**src/rtl/i2s_rx_frame_writer_if.sv**
```systemverilog
// Signal bundle between the I2S pins, the input DP RAM write port and i2s_rx_frame_writer.
// The pattern_en input is present only when I2S_RX_PATTERN_EN is defined.
interface i2s_rx_frame_writer_if #(
  parameter int NLINES = 8,
  parameter int FRAMES = 32
);
  localparam int CHAN_W  = $clog2(2 * NLINES);
  localparam int FRAME_W = $clog2(FRAMES);

  logic                      en;
  logic                      sck;
  logic                      ws;
  logic [NLINES-1:0]         sd;
`ifdef I2S_RX_PATTERN_EN
  logic                      pattern_en;
`endif
  logic                      we;
  logic [FRAME_W+CHAN_W-1:0] waddr;
  logic [15:0]               wdata;
  logic [FRAME_W-1:0]        frame;
  logic                      frame_done;
  logic                      overrun;

  // master: the receiver (I2S in, RAM write port out)
  modport master (
    input  en, sck, ws, sd,
`ifdef I2S_RX_PATTERN_EN
    input  pattern_en,
`endif
    output we, waddr, wdata, frame, frame_done, overrun
  );

  // slave: the I2S source / RAM side facing the receiver
  modport slave (
    output en, sck, ws, sd,
`ifdef I2S_RX_PATTERN_EN
    output pattern_en,
`endif
    input  we, waddr, wdata, frame, frame_done, overrun
  );
endinterface

```
**src/rtl/i2s_rx_frame_writer.sv**
```systemverilog
// Multi-line I2S receiver that writes every captured sample to the input DP RAM at {frame, chan}.
// Optional feature macro I2S_RX_PATTERN_EN adds pattern_en (wdata = zero-extended {frame, chan}).
module i2s_rx_frame_writer #(
  parameter int NLINES = 8,
  parameter int FRAMES = 32
) (
  input  logic                  ck,
  input  logic                  rst,
  i2s_rx_frame_writer_if.master bus
);
  localparam int CHAN_W  = $clog2(2 * NLINES);
  localparam int FRAME_W = $clog2(FRAMES);
  localparam int IDX_W   = (NLINES > 1) ? $clog2(NLINES) : 1;

  typedef enum logic [1:0] {S_IDLE, S_SYNC, S_RUN, S_WRITE} state_t;

  state_t                   state_q, state_d;

  logic [2:0]               sck_sync_q;
  logic [1:0]               ws_sync_q;
  logic [NLINES-1:0]        sd_s1_q, sd_s2_q;

  logic                     ws_prev_q;
  logic [4:0]               bitcnt_q;
  logic [NLINES-1:0][15:0]  shreg_q;
  logic [15:0]              word_q [NLINES];
  logic                     side_q;
  logic [IDX_W-1:0]         idx_q;
  logic [FRAME_W-1:0]       frame_q;
  logic                     done_q;
  logic                     overrun_q;

  logic                     rise;
  logic                     ws_now;
  logic                     boundary;
  logic                     take_bit;
  logic [4:0]               bitcnt_inc;
  logic [4:0]               align_sh;
  logic                     latch;
  logic                     last_write;
  logic [CHAN_W-1:0]        chan;
  logic [FRAME_W-1:0]       frame_inc;
  logic [NLINES-1:0][15:0]  shifted_w;
  logic [NLINES-1:0][15:0]  aligned_w;

  assign rise       = sck_sync_q[1] & ~sck_sync_q[2];
  assign ws_now     = ws_sync_q[1];
  assign boundary   = rise && (ws_now != ws_prev_q);
  assign take_bit   = (bitcnt_q < 5'd16);
  assign bitcnt_inc = take_bit ? (bitcnt_q + 5'd1) : bitcnt_q;
  // At a rise bitcnt_inc is 1..16, so a short word is pushed up to the MSB end.
  assign align_sh   = 5'd16 - bitcnt_inc;
  assign latch      = boundary && (state_q == S_RUN) && bus.en;
  assign last_write = (idx_q == IDX_W'(NLINES - 1));
  assign chan       = CHAN_W'({idx_q, side_q});
  assign frame_inc  = (frame_q == FRAME_W'(FRAMES - 1)) ? '0 : (frame_q + FRAME_W'(1));

  for (genvar gi = 0; gi < NLINES; gi++) begin : g_line
    assign shifted_w[gi] = take_bit ? {shreg_q[gi][14:0], sd_s2_q[gi]} : shreg_q[gi];
    assign aligned_w[gi] = shifted_w[gi] << align_sh;
  end

  always_ff @(posedge ck) begin
    if (rst) begin
      sck_sync_q <= '0;
      ws_sync_q  <= '0;
      sd_s1_q    <= '0;
      sd_s2_q    <= '0;
    end else begin
      sck_sync_q <= {sck_sync_q[1:0], bus.sck};
      ws_sync_q  <= {ws_sync_q[0], bus.ws};
      sd_s1_q    <= bus.sd;
      sd_s2_q    <= sd_s1_q;
    end
  end

  always_ff @(posedge ck) begin
    if (rst) begin
      state_q <= S_IDLE;
    end else begin
      state_q <= state_d;
    end
  end

  always_comb begin
    state_d = state_q;
    case (state_q)
      S_IDLE: begin
        if (bus.en) state_d = S_SYNC;
      end
      S_SYNC: begin
        if (!bus.en)                     state_d = S_IDLE;
        else if (boundary && !ws_now)    state_d = S_RUN;
      end
      S_RUN: begin
        if (!bus.en)       state_d = S_IDLE;
        else if (boundary) state_d = S_WRITE;
      end
      S_WRITE: begin
        if (last_write) state_d = bus.en ? S_RUN : S_IDLE;
      end
      default: state_d = S_IDLE;
    endcase
  end

  always_comb begin
    bus.we    = 1'b0;
    bus.waddr = '0;
    bus.wdata = '0;
    if (state_q == S_WRITE) begin
      bus.we    = 1'b1;
      bus.waddr = {frame_q, chan};
`ifdef I2S_RX_PATTERN_EN
      bus.wdata = bus.pattern_en ? 16'({frame_q, chan}) : word_q[idx_q];
`else
      bus.wdata = word_q[idx_q];
`endif
    end
  end

  assign bus.frame      = frame_q;
  assign bus.frame_done = done_q;
  assign bus.overrun    = overrun_q;

  always_ff @(posedge ck) begin
    if (rst) begin
      ws_prev_q <= 1'b0;
      bitcnt_q  <= '0;
      shreg_q   <= '0;
      side_q    <= 1'b0;
      idx_q     <= '0;
      frame_q   <= '0;
      done_q    <= 1'b0;
      overrun_q <= 1'b0;
      for (int i = 0; i < NLINES; i++) word_q[i] <= '0;
    end else begin
      done_q <= 1'b0;
      if (rise) begin
        ws_prev_q <= ws_now;
        // Shift first, then a boundary closes the word and restarts the slot.
        bitcnt_q  <= boundary ? 5'd0 : bitcnt_inc;
        shreg_q   <= boundary ? '0 : shifted_w;
      end
      if (latch) begin
        side_q <= ws_prev_q;
        for (int i = 0; i < NLINES; i++) word_q[i] <= aligned_w[i];
      end
      if (boundary && (state_q == S_WRITE)) overrun_q <= 1'b1;
      if (state_q == S_WRITE) begin
        if (last_write) begin
          idx_q <= '0;
          if (side_q) begin
            frame_q <= frame_inc;
            done_q  <= 1'b1;
          end
        end else begin
          idx_q <= idx_q + IDX_W'(1);
        end
      end
    end
  end
endmodule

```
**src/flat_wrapper.sv**
```systemverilog
// flat-port wrapper written by rule: the top's interface ports become plain ports
module i2s_rx_frame_writer_flat 
#(
  parameter int NLINES = 8,
  parameter int FRAMES = 32
)
  (ck, rst, bus_en, bus_sck, bus_ws, bus_sd, bus_we, bus_waddr, bus_wdata, bus_frame, bus_frame_done, bus_overrun);
  i2s_rx_frame_writer_if #(.NLINES(NLINES), .FRAMES(FRAMES)) bus_i ();
  input  logic ck;
  input  logic rst;
  input wire logic [$bits(bus_i.en)-1:0] bus_en;
  input wire logic [$bits(bus_i.sck)-1:0] bus_sck;
  input wire logic [$bits(bus_i.ws)-1:0] bus_ws;
  input wire logic [$bits(bus_i.sd)-1:0] bus_sd;
  output wire logic [$bits(bus_i.we)-1:0] bus_we;
  output wire logic [$bits(bus_i.waddr)-1:0] bus_waddr;
  output wire logic [$bits(bus_i.wdata)-1:0] bus_wdata;
  output wire logic [$bits(bus_i.frame)-1:0] bus_frame;
  output wire logic [$bits(bus_i.frame_done)-1:0] bus_frame_done;
  output wire logic [$bits(bus_i.overrun)-1:0] bus_overrun;
  assign bus_i.en = bus_en;
  assign bus_i.sck = bus_sck;
  assign bus_i.ws = bus_ws;
  assign bus_i.sd = bus_sd;
  assign bus_we = bus_i.we;
  assign bus_waddr = bus_i.waddr;
  assign bus_wdata = bus_i.wdata;
  assign bus_frame = bus_i.frame;
  assign bus_frame_done = bus_i.frame_done;
  assign bus_overrun = bus_i.overrun;
  i2s_rx_frame_writer #(.NLINES(NLINES), .FRAMES(FRAMES)) u_core (.ck(ck), .rst(rst), .bus(bus_i));
endmodule
```
**config.mk**
```make
export PLATFORM = sky130hd
export DESIGN_NAME = i2s_rx_frame_writer_flat
export DESIGN_NICKNAME = d
export VERILOG_FILES = /design/src/rtl/i2s_rx_frame_writer_if.sv /design/src/rtl/i2s_rx_frame_writer.sv /design/src/flat_wrapper.sv
export SDC_FILE = /design/constraint.sdc
export NUM_CORES = 1
export LEC_CHECK = 0
export BUFFER_PORTS_ARGS = -buffer_cell sky130_fd_sc_hd__buf_2
export CAP_MARGIN = 5
export CORE_MARGIN = 5
export CORE_UTILIZATION = 55
export DETAILED_ROUTE_END_ITERATION = 8
export MAX_ROUTING_LAYER = met4
export PLACE_DENSITY = 0.72
export SYNTH_ARGS = -nofsm -noshare
export SYNTH_HDL_FRONTEND = slang
export SYNTH_SLANG_ARGS = --single-unit
```
**constraint.sdc**
```tcl
create_clock -name ck -period 14.3 [get_ports ck]
set_input_delay 0.715 -clock ck [delete_from_list [all_inputs] [get_ports ck]]
set_output_delay 0.715 -clock ck [all_outputs]
set_load 0.05 [all_outputs]
```
==> results of run 1 <==
-- power by group through the flow --
stage                     clock, uW  combinational, uW  sequential, uW
after floorplan                   0                116             932
after global placement            0                144             930
after detailed placement          0                146             930
after CTS                       892                146             912
after global routing            931                157             913
final                           881                148             912
-- final cells by class --
class	instances	share of cell area (%)
sequential	299	38.8
multi-input combinational	1162	50.0
tap	402	2.69
timing repair buffer	72	2.30
clock buffer	47	5.42
clock inverter	15	0.688
inverter	5	0.140
-- critical path, stage by stage (launching register included) --
cell and delay [ns]:
dfxtp_4 0.78, buf_4 0.64, mux2i_1 0.31, ha_2 0.30, buf_4 0.33, inv_4 0.56
buf_4 0.75, a31oi_1 0.50, or2_2 0.47, o32ai_1 0.28
-- metrics by stage --
stage | area, um2 | power, uW
global placement | 17600 | 1070
CTS | 18700 | 1950
global route | 18700 | 2000
finish | 18700 | 1940
floorplan | 17400 | 1050
detailed placement | 17600 | 1080
-- worst paths after layout --
kind	to	slack [ns]	cells past startpoint
min reg2reg	u_core.ws_sync_q[1]$_SDFF_PP0_	0.43	1
max reg2reg	u_core.word_q[5][8]$_SDFFCE_PP0P_	9.06	9
min	u_core.sd_s1_q[0]$_SDFF_PP0_	0.41	2
max	u_core.word_q[5][8]$_SDFFCE_PP0P_	9.06	9
-- per-layer routing --
layer / vias up / GRT usage [%] / routed length (um)
met2: 601 / 36.5 / 19600
met3: 78 / 6.31 / 4750
met1: 6391 / 37.6 / 20100
met5: - / - / 0
met4: 0 / 5.96 / 1060
li1: 6022 / - / -
-- cell usage in the layout, fill, tap and decap left out, types with 3 or more instances in the layout --
| master | n |
|---|---|
| clkinv_2 | 6 |
| xor2_1 | 3 |
| nor3_1 | 35 |
| nor3b_1 | 3 |
| edfxtp_1 | 128 |
| dfxtp_1 | 169 |
| a22oi_1 | 130 |
| nor4_1 | 8 |
| inv_1 | 3 |
| clkbuf_1 | 6 |
| a31oi_1 | 4 |
| xnor2_4 | 4 |
| buf_4 | 28 |
| clkinvlp_2 | 3 |
| nand2b_1 | 3 |
| o221a_2 | 7 |
| o211ai_1 | 3 |
| and3_1 | 12 |
| nor2_1 | 249 |
| buf_2 | 44 |
| mux4_2 | 51 |
| clkbuf_8 | 3 |
| o32ai_1 | 40 |
| nand3_1 | 4 |
| mux2i_1 | 262 |
| mux2_2 | 107 |
| and2_1 | 5 |
| or3_1 | 8 |
| xnor2_1 | 4 |
| a211oi_1 | 24 |
| or2_2 | 6 |
| clkbuf_16 | 38 |
| ha_1 | 5 |
| nand2_1 | 31 |
| nor2b_1 | 51 |
| a21oi_1 | 37 |
| o22ai_1 | 5 |
| o21ai_0 | 35 |
-- flip-flops by register name, summed over array words and instances (netlist names), 2 cells and up, named ones only --
name               cells
u_core.bitcnt_q        5
u_core.bus.frame       5
u_core.idx_q           3
u_core.sck_sync_q      3
u_core.sd_s1_q         8
u_core.sd_s2_q         8
u_core.shreg_q       128
u_core.state_q         2
u_core.word_q        128
u_core.ws_sync_q       2
-- logic make-up after synthesis --
logic type	count (synthesis)	share of synthesized area, %
AOI/OAI and AO/OA	296	12.2
muxes	420	28.7
DFF	299	41.9
buffers and inverters	160	4.49
xor gates and xnor gates	13	1.07
and+or+nand+nor	427	11.2
adders and majority gates	6	0.433
==> out/summary.txt, run 1 <==
Final hold violation count -> 0
Number of max-cap violations -> 0
Footprint of the multi-input gates -> 9360 um2
Final setup vio count -> 0
Die ar. -> 35200 um2
CP Launch Type -> register
Vias in the first global route -> 12200
Internal power -> 1490 uW
Syn Std Cell Area -> 17400 um2
Final cell count without fillers -> 2002
Fin Setup TNS -> 0 ns
Critical Path Fanout Max -> 60
All-layer global routing usage -> 25.8%
Min-delay src -> bus_sd[0]
Port bufs -> 45
Worst Tran Pin Value -> 1.31 ns
Placed Cells incl. Taps -> 1940
Dominant cells by area after synthesis -> edfxtp_1, dfxtp_1, mux2i_1
Sw frac -> 23.3%
Synth Area per Inst -> 10.7 um2
Clk_lat worst skew -> 0.52 ns
Leak -> 0.00711 uW
Sequential share of the synthesized area -> 41.9%
N_diodes -> 0
PwrDens -> 104 nW/um2
Min-Delay Path Class -> in -> reg
1st-iter DRT viols -> 1681
HPWL after DPL -> 30.7 mm
Slew Viols, Final -> 0
Clock root buffer -> clkbuf_16
Core region area -> 31300 um2
Predominant post-synthesis flop cell -> dfxtp_1
Top post-synthesis cells by count -> mux2i_1, nor2_1, dfxtp_1
Die Height -> 188 um
Num CTS Buffers -> 34
Initial Util -> 55.4%
Antenna violations before repair -> 0
Reg power frac -> 47.0%
Clock share of power -> 45.4%
Dpl ws -> 9.20 ns
Synth Warn # -> 0
Vias post-DR -> 13100
Clock tree from TritonCTS -> yes
CTS resizes -> 0
Cell taking the most area after synthesis -> edfxtp_1
Netlist cell types -> 53
Post-synthesis instance total -> 1621
Pin count of the biggest net entering global routing -> 106
Final Util -> 59.8%
Net Sw Power -> 453 uW
Hold slack -> 0.411 ns
Async set-reset flop share out of synthesis -> 0%
Fmax -> 191 MHz
Number of I/O pins -> 46
FP Rows -> 65
Global placer's final weighted congestion -> 0.928
Clk pin slew, worst setup/hold paths -> 0.07 ns
Final setup margin -> 9.06 ns
Arr. time, crit path -> 5.56 ns
Synth-to-layout area growth -> 7.97%
Worst Path Required -> 14.62 ns
Post-synth EDFFs -> 128
Final wirelength -> 45.5 mm
Worst setup path start -> u_core.bitcnt_q[4]$_SDFFE_PP0P_
Maximum vdd drop -> 0.0575 mV
Crit. End Element -> register
Clk_skew -> 0.0176 ns
Count leader, synth -> mux2i_1
# H-tree levels -> 2
Setup Buffers After CTS -> 0
Outcome -> completed
Comb pwr share -> 7.6%
Final Cycle Share -> 36.6%
RSZ-0062 raised after global routing -> false
Die Wd -> 188 um
Slew HR -> 12.1%
Final nets -> 1593
Sequential Area -> 7270 um2
Reg-to-reg startpoint -> u_core.bitcnt_q[4]$_SDFFE_PP0P_
Routed WL per cell -> 22.8 um
Syn_nets -> 1640
Clock Sinks -> 299
First-pass GRT wire length -> 71.3 mm
Cts hold-fix bufs -> 0
Final Critical Period -> 5.24 ns
Max clock buf depth -> 3
Vias/cell -> 6.54
DR pass1 iterations -> 6
Yosys top cell area share -> 22.2%
Layout cells sized above 1 -> 19.9%
GR Overflow Total -> 0
Synth Register Bits -> 299
Post-route antenna net violation count -> 0
Layout fillers -> 2533
DRC violations left -> 0
Critical path class -> reg -> reg
Power figures use the tool's default switching activity.
==> run 2, diff against run 1 <==
--- a/config.mk
+++ b/config.mk
@@ -5,13 +5,14 @@
 export SDC_FILE = /design/constraint.sdc
 export NUM_CORES = 1
 export LEC_CHECK = 0
+export ABC_AREA = 1
 export BUFFER_PORTS_ARGS = -buffer_cell sky130_fd_sc_hd__buf_2
 export CAP_MARGIN = 5
 export CORE_MARGIN = 5
 export CORE_UTILIZATION = 55
 export DETAILED_ROUTE_END_ITERATION = 8
 export MAX_ROUTING_LAYER = met4
-export PLACE_DENSITY = 0.72
+export PLACE_DENSITY = 0.71
 export SYNTH_ARGS = -nofsm -noshare
 export SYNTH_HDL_FRONTEND = slang
 export SYNTH_SLANG_ARGS = --single-unit
==> constraint.sdc (replaced) <==
create_clock -name ck -period 5 [get_ports ck]
set_input_delay 0.25 -clock ck [delete_from_list [all_inputs] [get_ports ck]]
set_output_delay 0.25 -clock ck [all_outputs]
set_load 0.05 [all_outputs]
==> run 2 against run 1 <==
Against the previous run:
- die area rose by 8.9%
- via count rose by 46%
- maximum frequency rose by 43%
- clock-buffer cell count rose by 1
- setup slack got worse by 7.7 ns
- utilization fell by 0.71 points
- critical path depth did not move
- synthesized area rose by 9.4%
- synthesized cell count rose by 83%
- total power rose to 3.1 times the previous value
- register-to-register slack got worse by 7.7 ns
- final area rose by 8.2%
- critical path type unchanged
- critical endpoint is now u_core.word_q[6][3]$_SDFFCE_PP0P_
- largest cell class unchanged
==> out/summary.txt, run 2 <==
Reg2Reg Depth -> 9 (unchanged)
Syn_nets -> 2991 (+82%)
# H-tree levels -> 2 (unchanged)
Placed Cells incl. Taps -> 3292 (+70%)
DR pass1 iterations -> 6 (unchanged)
Tot Pwr -> 6030 uW (+210%)
Worst Tran Pin Value -> 1.08 ns (-0.237 ns)
Global placer's final weighted congestion -> 1.02 (+10%)
Number of I/O pins -> 46 (unchanged)
Final hold violation count -> 0 (unchanged)
Synth Warn # -> 0 (unchanged)
Hold depth -> 3 (+1)
Vias post-DR -> 19200 (+46%)
Post-synth EDFFs -> 128 (unchanged)
DRC violations left -> 0 (unchanged)
Final Critical Period -> 3.66 ns (-1.58 ns)
Top post-synthesis cells by count -> nand2_1, nand3_1, nor2_1
Outcome -> completed
Reg-to-reg startpoint -> u_core.bitcnt_q[4]$_SDFFE_PP0P_
Internal power -> 4330 uW (+190%)
Final cell count without fillers -> 3366 (+68%)
Die Height -> 196 um (+4.4%)
Most common cell after layout, fill and taps aside -> nand2_1
Final setup vio count -> 0 (unchanged)
Layout fillers -> 3325 (+31%)
Clock Sinks -> 299 (unchanged)
Sequential share of the synthesized area -> 38.3% (-3.6 points)
Fmax -> 274 MHz (+43%)
PwrDens -> 297 nW/um2 (+190%)
First-pass GRT wire length -> 92.1 mm (+29%)
Dominant cells by area after synthesis -> nand2_1, edfxtp_1, dfxtp_1
CP Launch Type -> register
Min-delay src -> bus_en
Synth-to-layout area growth -> 6.75%
Predominant post-synthesis flop cell -> dfxtp_1
Clk_lat worst skew -> 0.54 ns (+0.02 ns)
Arr. time, crit path -> 3.93 ns (-1.63 ns)
Clock share of power -> 42.3% (-3.1 points)
Max clock buf depth -> 3 (unchanged)
Pin count of the biggest net entering global routing -> 100 (-5.7%)
Fin Setup TNS -> 0 ns (unchanged)
Final wirelength -> 57.6 mm (+27%)
Routed WL per cell -> 17.1 um (-25%)
Initial Util -> 55.4% (about the same)
FP Rows -> 68 (+4.6%)
Worst setup path start -> u_core.bitcnt_q[4]$_SDFFE_PP0P_
Net Sw Power -> 1690 uW (+270%)
Sequential Area -> 7270 um2 (about the same)
Critical path class -> reg -> reg
Comb pwr share -> 13.8% (+6.2 points)
Clock root buffer -> clkbuf_16
Die Wd -> 196 um (+4.4%)
Slew Viols, Final -> 0 (unchanged)
Post-synthesis instance total -> 2972 (+83%)
Cell area after layout -> 20300 um2 (+8.2%)
Critical Path Fanout Max -> 53 (-12%)
Yosys top cell area share -> 21.3% (-0.86 points)
All-layer global routing usage -> 30.2% (+4.5 points)
Clk_skew -> 0.0114 ns (-0.00620 ns)
Netlist cell types -> 38 (-28%)
Footprint of the multi-input gates -> 9880 um2 (+5.6%)
Layout cells sized above 1 -> 6.22% (-14 points)
Final nets -> 2904 (+82%)
Crit. End Element -> register
Vias in the first global route -> 17000 (+40%)
Count leader, synth -> nand2_1
Core region area -> 34300 um2 (+9.5%)
Num CTS Buffers -> 36 (+5.9%)
Syn Std Cell Area -> 19000 um2 (+9.4%)
Slew HR -> 28.2% (+16 points)
Sw frac -> 28.1% (+4.8 points)
Post-route antenna net violation count -> 0 (unchanged)
Commonest cells after routing, fill and taps aside -> nand2_1, nand3_1, nor2_1, inv_1, a21oi_1
Final Cycle Share -> 73.1% (+36 points)
Maximum vdd drop -> 0.311 mV (+440%)
Die ar. -> 38300 um2 (+8.9%)
HPWL after DPL -> 39.4 mm (+28%)
Clk pin slew, worst setup/hold paths -> 0.05 ns (-0.02 ns)
Leak -> 0.00831 uW (+17%)
Synth Area per Inst -> 6.39 um2 (-40%)
Antenna violations before repair -> 1 (+1)
Worst Path Required -> 5.28 ns (-9.34 ns)
Min-Delay Path Class -> in -> reg
RSZ-0062 raised after global routing -> false
Reg power frac -> 43.9% (-3.1 points)
GR Overflow Total -> 0 (unchanged)
Clock tree from TritonCTS -> yes
Port bufs -> 45 (unchanged)
Setup Buffers After CTS -> 0 (unchanged)
Cell taking the most area after synthesis -> nand2_1
1st-iter DRT viols -> 2250 (+34%)
Area post-placement -> 19000 um2 (+8.3%)
Number of max-cap violations -> 0 (unchanged)
Largest regs -> u_core.shreg_q: 128 flops, u_core.word_q: 128 flops
Vias/cell -> 5.69 (-13%)
Synth Register Bits -> 299 (unchanged)
Async set-reset flop share out of synthesis -> 0% (unchanged)
==> run 2: cell types whose count changed after synthesis, moves of 69 or more <==
cell | before | now
mux2i_1 | 262 | 0
a22oi_1 | 130 | 2
o21ai_0 | 36 | 105
mux2_2 | 107 | 0
a21oi_1 | 37 | 180
inv_1 | 3 | 211
nand2_1 | 31 | 1077
nand3_1 | 4 | 443
==> run 2: cell type report <==
cell class / count / share of cell area, %
multi-input combinational: 2246 / 48.8
tap: 455 / 2.81
antenna: 1 / 0.0123
timing repair buffer: 84 / 2.89
inverter: 218 / 4.09
sequential: 299 / 35.9
clock inverter: 15 / 0.642
clock buffer: 48 / 4.92
==> run 2: worst max-delay path, cell delays in order, from the launching register on <==
cell and delay [ns]:
dfxtp_4 0.59, inv_6 0.19, nand2_4 0.16, nand2_4 0.26
ha_4 0.61, clkinv_2 0.51, buf_12 0.37, nand3_1 0.13
nand3_1 0.11, nor2_1 0.42
==> run 2: power by group through the flow <==
stage                     registers [uW]  logic (uW)  clock network (uW)
after global placement              2690         799                   0
after global routing                2650         922                2690
after floorplan                     2680         619                   0
after detailed placement            2690         808                   0
final                               2640         833                2550
after CTS                           2640         817                2580
==> run 2: repair_timing <==
action	CTS	global route
endpoints found under the hold margin	10	0
gates resized for setup	0	0
hold buffers	10	0
==> run 2: final timing paths <==
kind | end | slack, ns
setup / recovery | u_core.word_q[6][3]$_SDFFCE_PP0P_ | 1.34
hold / removal | u_core.state_q[1]$_SDFFE_PP0P_ | 0.03
setup reg to reg | u_core.word_q[6][3]$_SDFFCE_PP0P_ | 1.34
hold reg to reg | u_core.sd_s2_q[7]$_SDFF_PP0_ | 0.40
==> run 2: metal layers <==
layer  track usage (%)  vias up  routed length (um)  share of wire [%]
met5                 -        -                   0                  0
met4              7.76        0                1390                2.4
met3              5.17       93                5030                8.7
met2              45.3      764               25600                 44
met1              42.8     8863               25600                 44
li1                  -     9435                   -                  -
==> run 2: kinds of logic after synthesis <==
kind of cell | count (synthesis) | synth area share, %
xor gates and xnor gates | 1 | 0.0857
AOI/OAI and AO/OA | 344 | 9.88
and+or+nand+nor | 1895 | 41.4
adders and majority gates | 6 | 0.395
buffers and inverters | 427 | 9.92
DFF | 299 | 38.3
==> run 2: stage by stage <==
step	hold slack, ns	utilization [%]	setup slack, ns
after floorplan	0.357	-	0.910
after detailed placement	0.396	55.5	1.43
after global routing	0.0275	59.1	1.13
after global placement	0.391	55.5	1.50
after CTS	0.00933	59.1	1.42
final	0.0258	59.1	1.34
